===== config.mk =====
export PLATFORM = sky130hd
export DESIGN_NAME = enet_nios_rx_len_counter
export DESIGN_NICKNAME = d
export VERILOG_FILES = /design/src/rtl/enet_nios_rx_pkg.sv /design/src/rtl/enet_nios_len_cnt.sv /design/src/rtl/enet_nios_rx_len_counter.sv
export SDC_FILE = /design/constraint.sdc
export NUM_CORES = 1
export LEC_CHECK = 0
export CAP_MARGIN = 20
export CORE_UTILIZATION = 54
export CTS_BUF_LIST = sky130_fd_sc_hd__clkbuf_4 sky130_fd_sc_hd__clkbuf_8 sky130_fd_sc_hd__clkbuf_16
export DETAILED_ROUTE_END_ITERATION = 7
export GPL_TIMING_DRIVEN = 0
export PLACE_DENSITY = 0.82
export SLEW_MARGIN = 20
export SYNTH_ARGS = -nofsm -noshare
export SYNTH_HDL_FRONTEND = slang
export SYNTH_SLANG_ARGS = --single-unit

===== constraint.sdc =====
create_clock -name clk -period 3.5 [get_ports clk]
set_input_delay 0.7 -clock clk [delete_from_list [all_inputs] [get_ports clk]]
set_output_delay 0.7 -clock clk [all_outputs]
set_load 0.02 [all_outputs]

===== src/rtl/enet_nios_rx_pkg.sv =====
// ---------------------------------------------------------------------------
// enet_nios_rx_pkg
// Shared definitions for the Ethernet receive frame-length accounting stage:
//   - FSM state encoding (IDLE / COUNT)
//   - default counter width and runt / giant thresholds
//   - bit positions of the result word as laid out in the Nios-visible
//     receive status register
// ---------------------------------------------------------------------------
package enet_nios_rx_pkg;

   typedef enum logic [0:0] {
      IDLE  = 1'b0,
      COUNT = 1'b1
   } rx_state_t;

   localparam int DEF_CNT_W   = 11;
   localparam int DEF_MIN_LEN = 64;
   localparam int DEF_MAX_LEN = 1518;

   // Host register map of the receive status word.
   localparam int RES_LEN_LSB   = 0;
   localparam int RES_RUNT_BIT  = 16;
   localparam int RES_GIANT_BIT = 17;
   localparam int RES_ERR_BIT   = 18;
   localparam int RES_OVR_BIT   = 30;
   localparam int RES_VALID_BIT = 31;

endpackage


===== src/rtl/enet_nios_len_cnt.sv =====
// ---------------------------------------------------------------------------
// enet_nios_len_cnt
// Loadable saturating up-counter shaped like the counter-mode logic cell
// (sclr over sload over ena) so synthesis can map it onto the carry chain.
//
// Ports:
//   clk    in   system clock
//   reset  in   synchronous active-high reset, q -> 0
//   sload  in   load q from data
//   sclr   in   clear q to 0 (wins over sload)
//   ena    in   count enable; increments unless already saturated
//   data   in   W  load value
//   q      out  W  counter value
//   sat    out  q is at its all-ones maximum
// ---------------------------------------------------------------------------
module enet_nios_len_cnt #(
   parameter int W = 11
) (
   input  logic         clk,
   input  logic         reset,
   input  logic         sload,
   input  logic         sclr,
   input  logic         ena,
   input  logic [W-1:0] data,
   output logic [W-1:0] q,
   output logic         sat
);

   logic [W-1:0] q_reg;

   assign q   = q_reg;
   assign sat = &q_reg;

   always_ff @(posedge clk) begin
      if (reset) begin
         q_reg <= '0;
      end else if (sclr) begin
         q_reg <= '0;
      end else if (sload) begin
         q_reg <= data;
      end else if (ena && !sat) begin
         q_reg <= q_reg + W'(1);
      end
   end

endmodule


===== src/rtl/enet_nios_rx_len_counter.sv =====
// ---------------------------------------------------------------------------
// enet_nios_rx_len_counter
// Counts the bytes of each received Ethernet frame, classifies it as runt /
// giant / errored, and posts the result to the Nios host over a valid/ack
// handshake. A sticky overrun flag records results lost because the host had
// not yet consumed the previous one.
//
// Ports:
//   clk        in   system clock
//   reset      in   synchronous active-high reset
//   rx_valid   in   byte strobe, one byte per asserted cycle
//   rx_sof     in   first byte of frame (qualified by rx_valid)
//   rx_eof     in   last byte of frame (qualified by rx_valid)
//   rx_err     in   MAC error on this byte (qualified by rx_valid)
//   res_valid  out  result word available
//   res_ack    in   host consumes result
//   res_len    out  CNT_W frame length in bytes
//   res_runt   out  length below MIN_LEN
//   res_giant  out  length above MAX_LEN or counter saturated
//   res_err    out  MAC error seen, or frame cut short by an early SOF
//   ovr        out  sticky overrun flag
//   ovr_clr    in   clears ovr
//   busy       out  high while a frame is being counted
// ---------------------------------------------------------------------------
module enet_nios_rx_len_counter
   import enet_nios_rx_pkg::*;
#(
   parameter int CNT_W   = DEF_CNT_W,
   parameter int MIN_LEN = DEF_MIN_LEN,
   parameter int MAX_LEN = DEF_MAX_LEN
) (
   input  logic             clk,
   input  logic             reset,
   input  logic             rx_valid,
   input  logic             rx_sof,
   input  logic             rx_eof,
   input  logic             rx_err,
   output logic             res_valid,
   input  logic             res_ack,
   output logic [CNT_W-1:0] res_len,
   output logic             res_runt,
   output logic             res_giant,
   output logic             res_err,
   output logic             ovr,
   input  logic             ovr_clr,
   output logic             busy
);

   // Giant detection relies on the saturated value being strictly above
   // MAX_LEN, otherwise a saturated count could look like a legal length.
   if (MAX_LEN >= (2**CNT_W) - 1) begin : g_bad_max_len
      $error("MAX_LEN must be below the counter saturation value");
   end

   localparam logic [CNT_W-1:0] MIN_L = CNT_W'(MIN_LEN);
   localparam logic [CNT_W-1:0] MAX_L = CNT_W'(MAX_LEN);
   localparam logic [CNT_W-1:0] ONE   = CNT_W'(1);

   rx_state_t        state_reg, state_next;
   logic             pend_reg, pend_next;   // EOF byte absorbed, complete next cycle
   logic             err_reg, err_next;     // accumulated error of the open frame

   logic             cnt_sload, cnt_sclr, cnt_ena, cnt_sat;
   logic [CNT_W-1:0] cnt_q;

   logic             comp_fire;
   logic             comp_err;

   enet_nios_len_cnt #(.W(CNT_W)) u_cnt (
      .clk   (clk),
      .reset (reset),
      .sload (cnt_sload),
      .sclr  (cnt_sclr),
      .ena   (cnt_ena),
      .data  (ONE),
      .q     (cnt_q),
      .sat   (cnt_sat)
   );

   // Completions always read the counter register itself. An EOF byte is
   // counted first and completes on the following cycle (pend_reg); an
   // early SOF completes the running frame in its own cycle. Because an EOF
   // always leaves the FSM in IDLE, an early SOF can never coincide with a
   // pending EOF completion, so at most one completion fires per cycle.
   always_comb begin
      state_next = state_reg;
      pend_next  = 1'b0;
      err_next   = err_reg;
      cnt_sload  = 1'b0;
      cnt_ena    = 1'b0;
      comp_fire  = pend_reg;
      comp_err   = err_reg;

      case (state_reg)
         IDLE: begin
            if (rx_valid && rx_sof) begin
               cnt_sload = 1'b1;
               err_next  = rx_err;
               if (rx_eof) begin
                  pend_next = 1'b1;
               end else begin
                  state_next = COUNT;
               end
            end
         end
         COUNT: begin
            if (rx_valid) begin
               if (rx_sof) begin
                  // Early SOF: close the old frame as errored, restart at 1.
                  comp_fire = 1'b1;
                  comp_err  = 1'b1;
                  cnt_sload = 1'b1;
                  err_next  = rx_err;
               end else begin
                  cnt_ena  = 1'b1;
                  err_next = err_reg | rx_err;
               end
               if (rx_eof) begin
                  pend_next  = 1'b1;
                  state_next = IDLE;
               end
            end
         end
         default: state_next = IDLE;
      endcase

      // Clear the counter once its final value has been reported, unless a
      // new frame is loading in the same cycle.
      cnt_sclr = pend_reg && !cnt_sload;
   end

   always_ff @(posedge clk) begin
      if (reset) begin
         state_reg <= IDLE;
         pend_reg  <= 1'b0;
         err_reg   <= 1'b0;
         res_valid <= 1'b0;
         res_len   <= '0;
         res_runt  <= 1'b0;
         res_giant <= 1'b0;
         res_err   <= 1'b0;
         ovr       <= 1'b0;
      end else begin
         state_reg <= state_next;
         pend_reg  <= pend_next;
         err_reg   <= err_next;

         if (comp_fire && (!res_valid || res_ack)) begin
            res_valid <= 1'b1;
            res_len   <= cnt_q;
            res_runt  <= (cnt_q < MIN_L);
            res_giant <= (cnt_q > MAX_L) || cnt_sat;
            res_err   <= comp_err;
         end else if (res_ack) begin
            res_valid <= 1'b0;
         end

         // A new overrun takes precedence over a clear in the same cycle.
         if (comp_fire && res_valid && !res_ack) begin
            ovr <= 1'b1;
         end else if (ovr_clr) begin
            ovr <= 1'b0;
         end
      end
   end

   assign busy = (state_reg == COUNT);

endmodule


-- Word level (Yosys, flattened, before mapping)
Index checks and enable logic that the tools add are counted.
- $lt $le $gt $ge: 2
- equal/unequal tests: 2
- multiplexer cells: 31
- reductions and logical operators: 19
- add/sub/neg operators: 1
- bitwise operators: 2
- operator list (operator ; count):
    1-bit 2-to-1 mux ; 27
    11-bit by 1-bit adder with 11-bit output (second input constant) ; 1
    11-bit > comparator (second input constant) ; 1
    11-bit by 7-bit < comparator with 1-bit output (second input constant) ; 1
    11-bit AND reduction ; 1
    1-bit case mux with 2 select lines ; 4
    1-bit logical AND ; 6
    2-bit nonzero test ; 3
    1-bit zero test ; 4
    2-bit inequality test (second input constant) ; 2
    3-bit OR reduction ; 1
    1-bit logical OR ; 2
    2-bit AND reduction ; 1
    2-bit OR reduction ; 1
    1-bit NOT ; 1
    1-bit OR ; 1
- flip-flop bits (word level): 30
- logic and storage cells: 68
- input port bits: 8
- output and inout port bits: 17

-- Depth between registers and ports, before layout
- depth in word-level cells: 6
- depth in mapped cells: 6

-- By module
From an unflattened synthesis, not the netlist that was laid out.
- cells, all modules: 173
- area total of the unflattened synthesis: 1435.1 um^2
- by module, submodules not included (module ; instances ; sequential area each (um^2) ; area each (um^2) ; cells each):
    enet_nios_rx_len_counter ; 1 ; 380.4 ; 805.8 ; 95
    enet_nios_len_cnt ; 1 ; 220.2 ; 629.4 ; 78

-- Worst setup path after synthesis
Ideal clock, no wire load.
- path type: input-to-reg
- start: input port rx_sof
- end: register u_cnt.q_reg[7] (netlist: u_cnt.q[7])
- stages on the path: 5
- arrival time: 1873 ps
- buffers on the path: 1
- setup slack: 1513 ps
- path through: buf_6 -> nand3b_4 -> or3_2 -> o31a_1 -> o21a_1
- word-level cells in the longest chain between the ends: 6
- elaborated cells between the ends (all ways): 12
- RTL lines (item ; RTL line ; source):
    start, declared ; enet_nios_rx_len_counter.sv:35 ; input logic rx_sof,
    1-bit 2-to-1 mux or 1-bit logical AND (tied branches) ; enet_nios_rx_len_counter.sv:108, enet_nios_rx_len_counter.sv:96 ;
    1-bit 2-to-1 mux, on equally long branches ; enet_nios_rx_len_counter.sv:107, enet_nios_rx_len_counter.sv:96 ;
    1-bit case mux with 2 select lines ; enet_nios_rx_len_counter.sv:94 ; case (state_reg)
    1-bit zero test ; enet_nios_rx_len_counter.sv:129 ; cnt_sclr = pend_reg && !cnt_sload;
    1-bit logical AND ; enet_nios_rx_len_counter.sv:129 ;
    3-bit OR reduction (no line) ; -- ;
    end signal, assigned ; enet_nios_len_cnt.sv:40 ; q_reg <= data;
    end signal, assigned ; enet_nios_len_cnt.sv:42 ; q_reg <= q_reg + W'(1);
    end, declared ; enet_nios_len_cnt.sv:29 ; logic [W-1:0] q_reg;
Several ways; a longest one is shown, not always the timed one.
A chain may end at the register's enable or synchronous reset.

-- Worst setup path after layout
- start: register res_valid
- end: output port res_valid
- RTL lines (item ; RTL line ; source):
    start, declared ; enet_nios_rx_len_counter.sv:38 ; output logic res_valid,
    start signal, assigned ; enet_nios_rx_len_counter.sv:137 ; res_valid <= 1'b0;
    start signal, assigned ; enet_nios_rx_len_counter.sv:149 ; res_valid <= 1'b1;
    start signal, assigned ; enet_nios_rx_len_counter.sv:155 ; res_valid <= 1'b0;
No word-level cell between the ends.

==> flow_metrics.py <==
metrics = {
    "outcome": {
        "status": "finished clean",
    },
    "clock_network": {
        "post_cts_buffers": 0,
        "numCtsBuffers": 5,
        "numClockSinks": 30,
        "holdBufCountCts": 0,
        "post_cts_resized": 0,
        "path_clk_slew_ns": 0.10,
        "htree_levels": 2,
        "cts_tree": "done",
        "clk_latency_ns": 0.34,
        "clock_path_buffers": 2,
        "clockRootBuffer": "clkbuf_4",
    },
    "global_routing": {
        "overflow": 0,
        "grt_pass1_wl_um": 5000,
        "antenna_found_initial": 0,
        "grt_max_degree": 11,
        "track_usage_pct": 26.7,
        "grt_pass1_vias": 1155,
    },
    "synthesis": {
        "ys_seq_area_share_pct": 45.5,
        "avgSynthCellArea_um2": 8.42,
        "netlist_top_cells_area": "dfxtp_1, nand2_1, a21oi_1",
        "synth_edf_count": 0,
        "synth_top_cell_by_area": "dfxtp_1",
        "ys_async_sr_fraction_pct": 0,
        "synth_seq_cells": 30,
        "synth_top_area_share_pct": 45.5,
        "synth.cell_area_mm2": 0.00132,
        "yosys.cell_count.top_type": "nand2_1",
        "synth_nets": 166,
        "syn_inst": 157,
        "synth_common_cells": "nand2_1, dfxtp_1, a21oi_1, nor2_1",
        "yosys_warnings": 0,
        "yosysUniqueCellTypes": 39,
        "synth_flop_cell": "dfxtp_1",
    },
    "final_layout": {
        "design_area_mm2": 0.00164,
        "final_util_pct": 72.8,
        "nNetsFinal": 195,
        "layout-drive-gt1-share_pct": 9.63,
        "syn_to_final_growth_pct": 24.1,
        "insertedDiodeCount": 0,
        "fill_cells": 188,
    },
    "worst_setup_path": {
        "cp-start-kind": "register",
        "worst-path-stages": 1,
        "path_delay_family": "buffers and inverters",
        "cp_slowest_cell": "clkdlybuf4s50_1",
        "critPathCaptureType": "primary output",
        "r2r_cells": 5,
        "slowest_delay_ns": 0.61,
        "cp.arrival_ns": 1.32,
        "critPathKind": "reg2out",
        "cp_max_fo": 3,
        "crit_chain": "clkdlybuf4s50_1",
        "worst_ep_required_time_ns": 2.80,
        "critical_path_buf_inv_count": 1,
    },
    "sta": {
        "worst_slew_pin_slew_ns": 0.575,
        "fin_crit_ns": 2.02,
        "setup_viol": 0,
        "hold_viol": 0,
        "tns_ns": 0,
        "hold_slack_ns": 0.459,
        "rsz0062_at_grt": "no",
        "max_freq_mhz": 495,
        "fin_crit_sh_pct": 57.7,
        "relSlewSlack_pct": 61.1,
        "fin_worst_skew_ns": 0.0110,
        "finalMaxSlewViolations": 0,
    },
    "placement": {
        "place_area_mm2": 0.00158,
        "port_buffers": 22,
        "hpwl_um": 2200,
        "routabilityCongestion": 0.814,
    },
    "drt": {
        "drt_iter0_markers": 57,
        "drc_errors": 0,
        "ant_nets": 0,
        "first_pass_iters": 4,
        "wire_per_inst_um": 14.1,
        "vias": 1241,
        "avgViaCountPerCell": 5.77,
        "wirelength_um": 3020,
    },
    "floorplan": {
        "io-pin-count": 25,
        "coreArea_mm2": 0.00225,
        "die_h_um": 51.5,
        "dieWidth_um": 51.5,
        "die_area_mm2": 0.00265,
        "row_count": 17,
        "initial_utilization_pct": 58.6,
    },
    "hold_path": {
        "min_path_type": "reg2reg",
        "hold_depth": 2,
    },
    "pwr": {
        "p_leak_nw": 0.561,
        "powerDensity_mw_per_mm2": 379,
        "peakVddDrop_mv": 0.316,
    },
    "run": {
        "drv_cap": 0,
    },
}
-- final timing paths --
path | start | end | slack [ns]
worst max-delay path | res_valid | res_valid | 1.48
worst min-delay path | res_len[2] | res_len[2] | 0.46
worst max register to register | u_cnt.q[0] | u_cnt.q[0] | 1.75
worst min register to register | res_len[2] | res_len[2] | 0.46
-- cells by family (layout without fill, tap and decap cells) --
| group | count (synthesis) | after routing | synth area share [%] |
|---|---|---|---|
| mux | 2 | 2 | 1.52 |
| fa+ha+maj | 1 | 1 | 0.947 |
| simple gates | 75 | 75 | 29.3 |
| buf+inv | 8 | 38 | 3.98 |
| xor+xnor | 1 | 1 | 0.663 |
| flops | 30 | 30 | 45.5 |
| compound gates | 40 | 40 | 18.2 |
-- layer usage --
metal / track usage, % / vias to the layer above / part of all wire, %
li1: - / 619 / -
met1: 27.3 / 563 / 41
met2: 46.1 / 48 / 50
met3: 7.14 / 11 / 6.3
met4: 19.8 / 0 / 2.8
met5: 0 / - / 0
-- power by group --
group | internal (mW) | switching [mW]
sequential | 0.346 | 0.00463
clock | 0.105 | 0.117
combinational | 0.0210 | 0.0280
total | 0.472 | 0.150
-- metrics by stage --
step	setup slack, ns	std cells	total power, mW
2_1_floorplan	1.51	157	0.387
3_3_place_gp	1.33	207	0.406
3_5_place_dp	1.28	207	0.407
4_1_cts	1.48	215	0.626
5_1_grt	1.45	215	0.641
6_report	1.48	215	0.622
-- cell usage in the layout (no fill, tap or decap), types with 4 or more instances in the layout --
cell type / instances
nand2_1: 34
dfxtp_1: 30
clkdlybuf4s50_1: 22
a21oi_1: 21
nor2_1: 11
clkbuf_4: 6
nand3_1: 5
o21ai_0: 5
nor3_1: 4
or3_1: 4
clkbuf_1: 4
o211ai_1: 4
-- layout make-up --
type / count / area, um2 / area share [%]
clock buffer: 7 / 58.8 / 3.59
tap: 28 / 35.0 / 2.14
timing repair buffer: 22 / 220 / 13.4
buffer: 8 / 52.6 / 3.20
sequential: 30 / 601 / 36.6
multi-input combinational: 119 / 668 / 40.7
clock inverter: 1 / 5.00 / 0.305
Note: power is estimated with default switching activity, not from simulation.
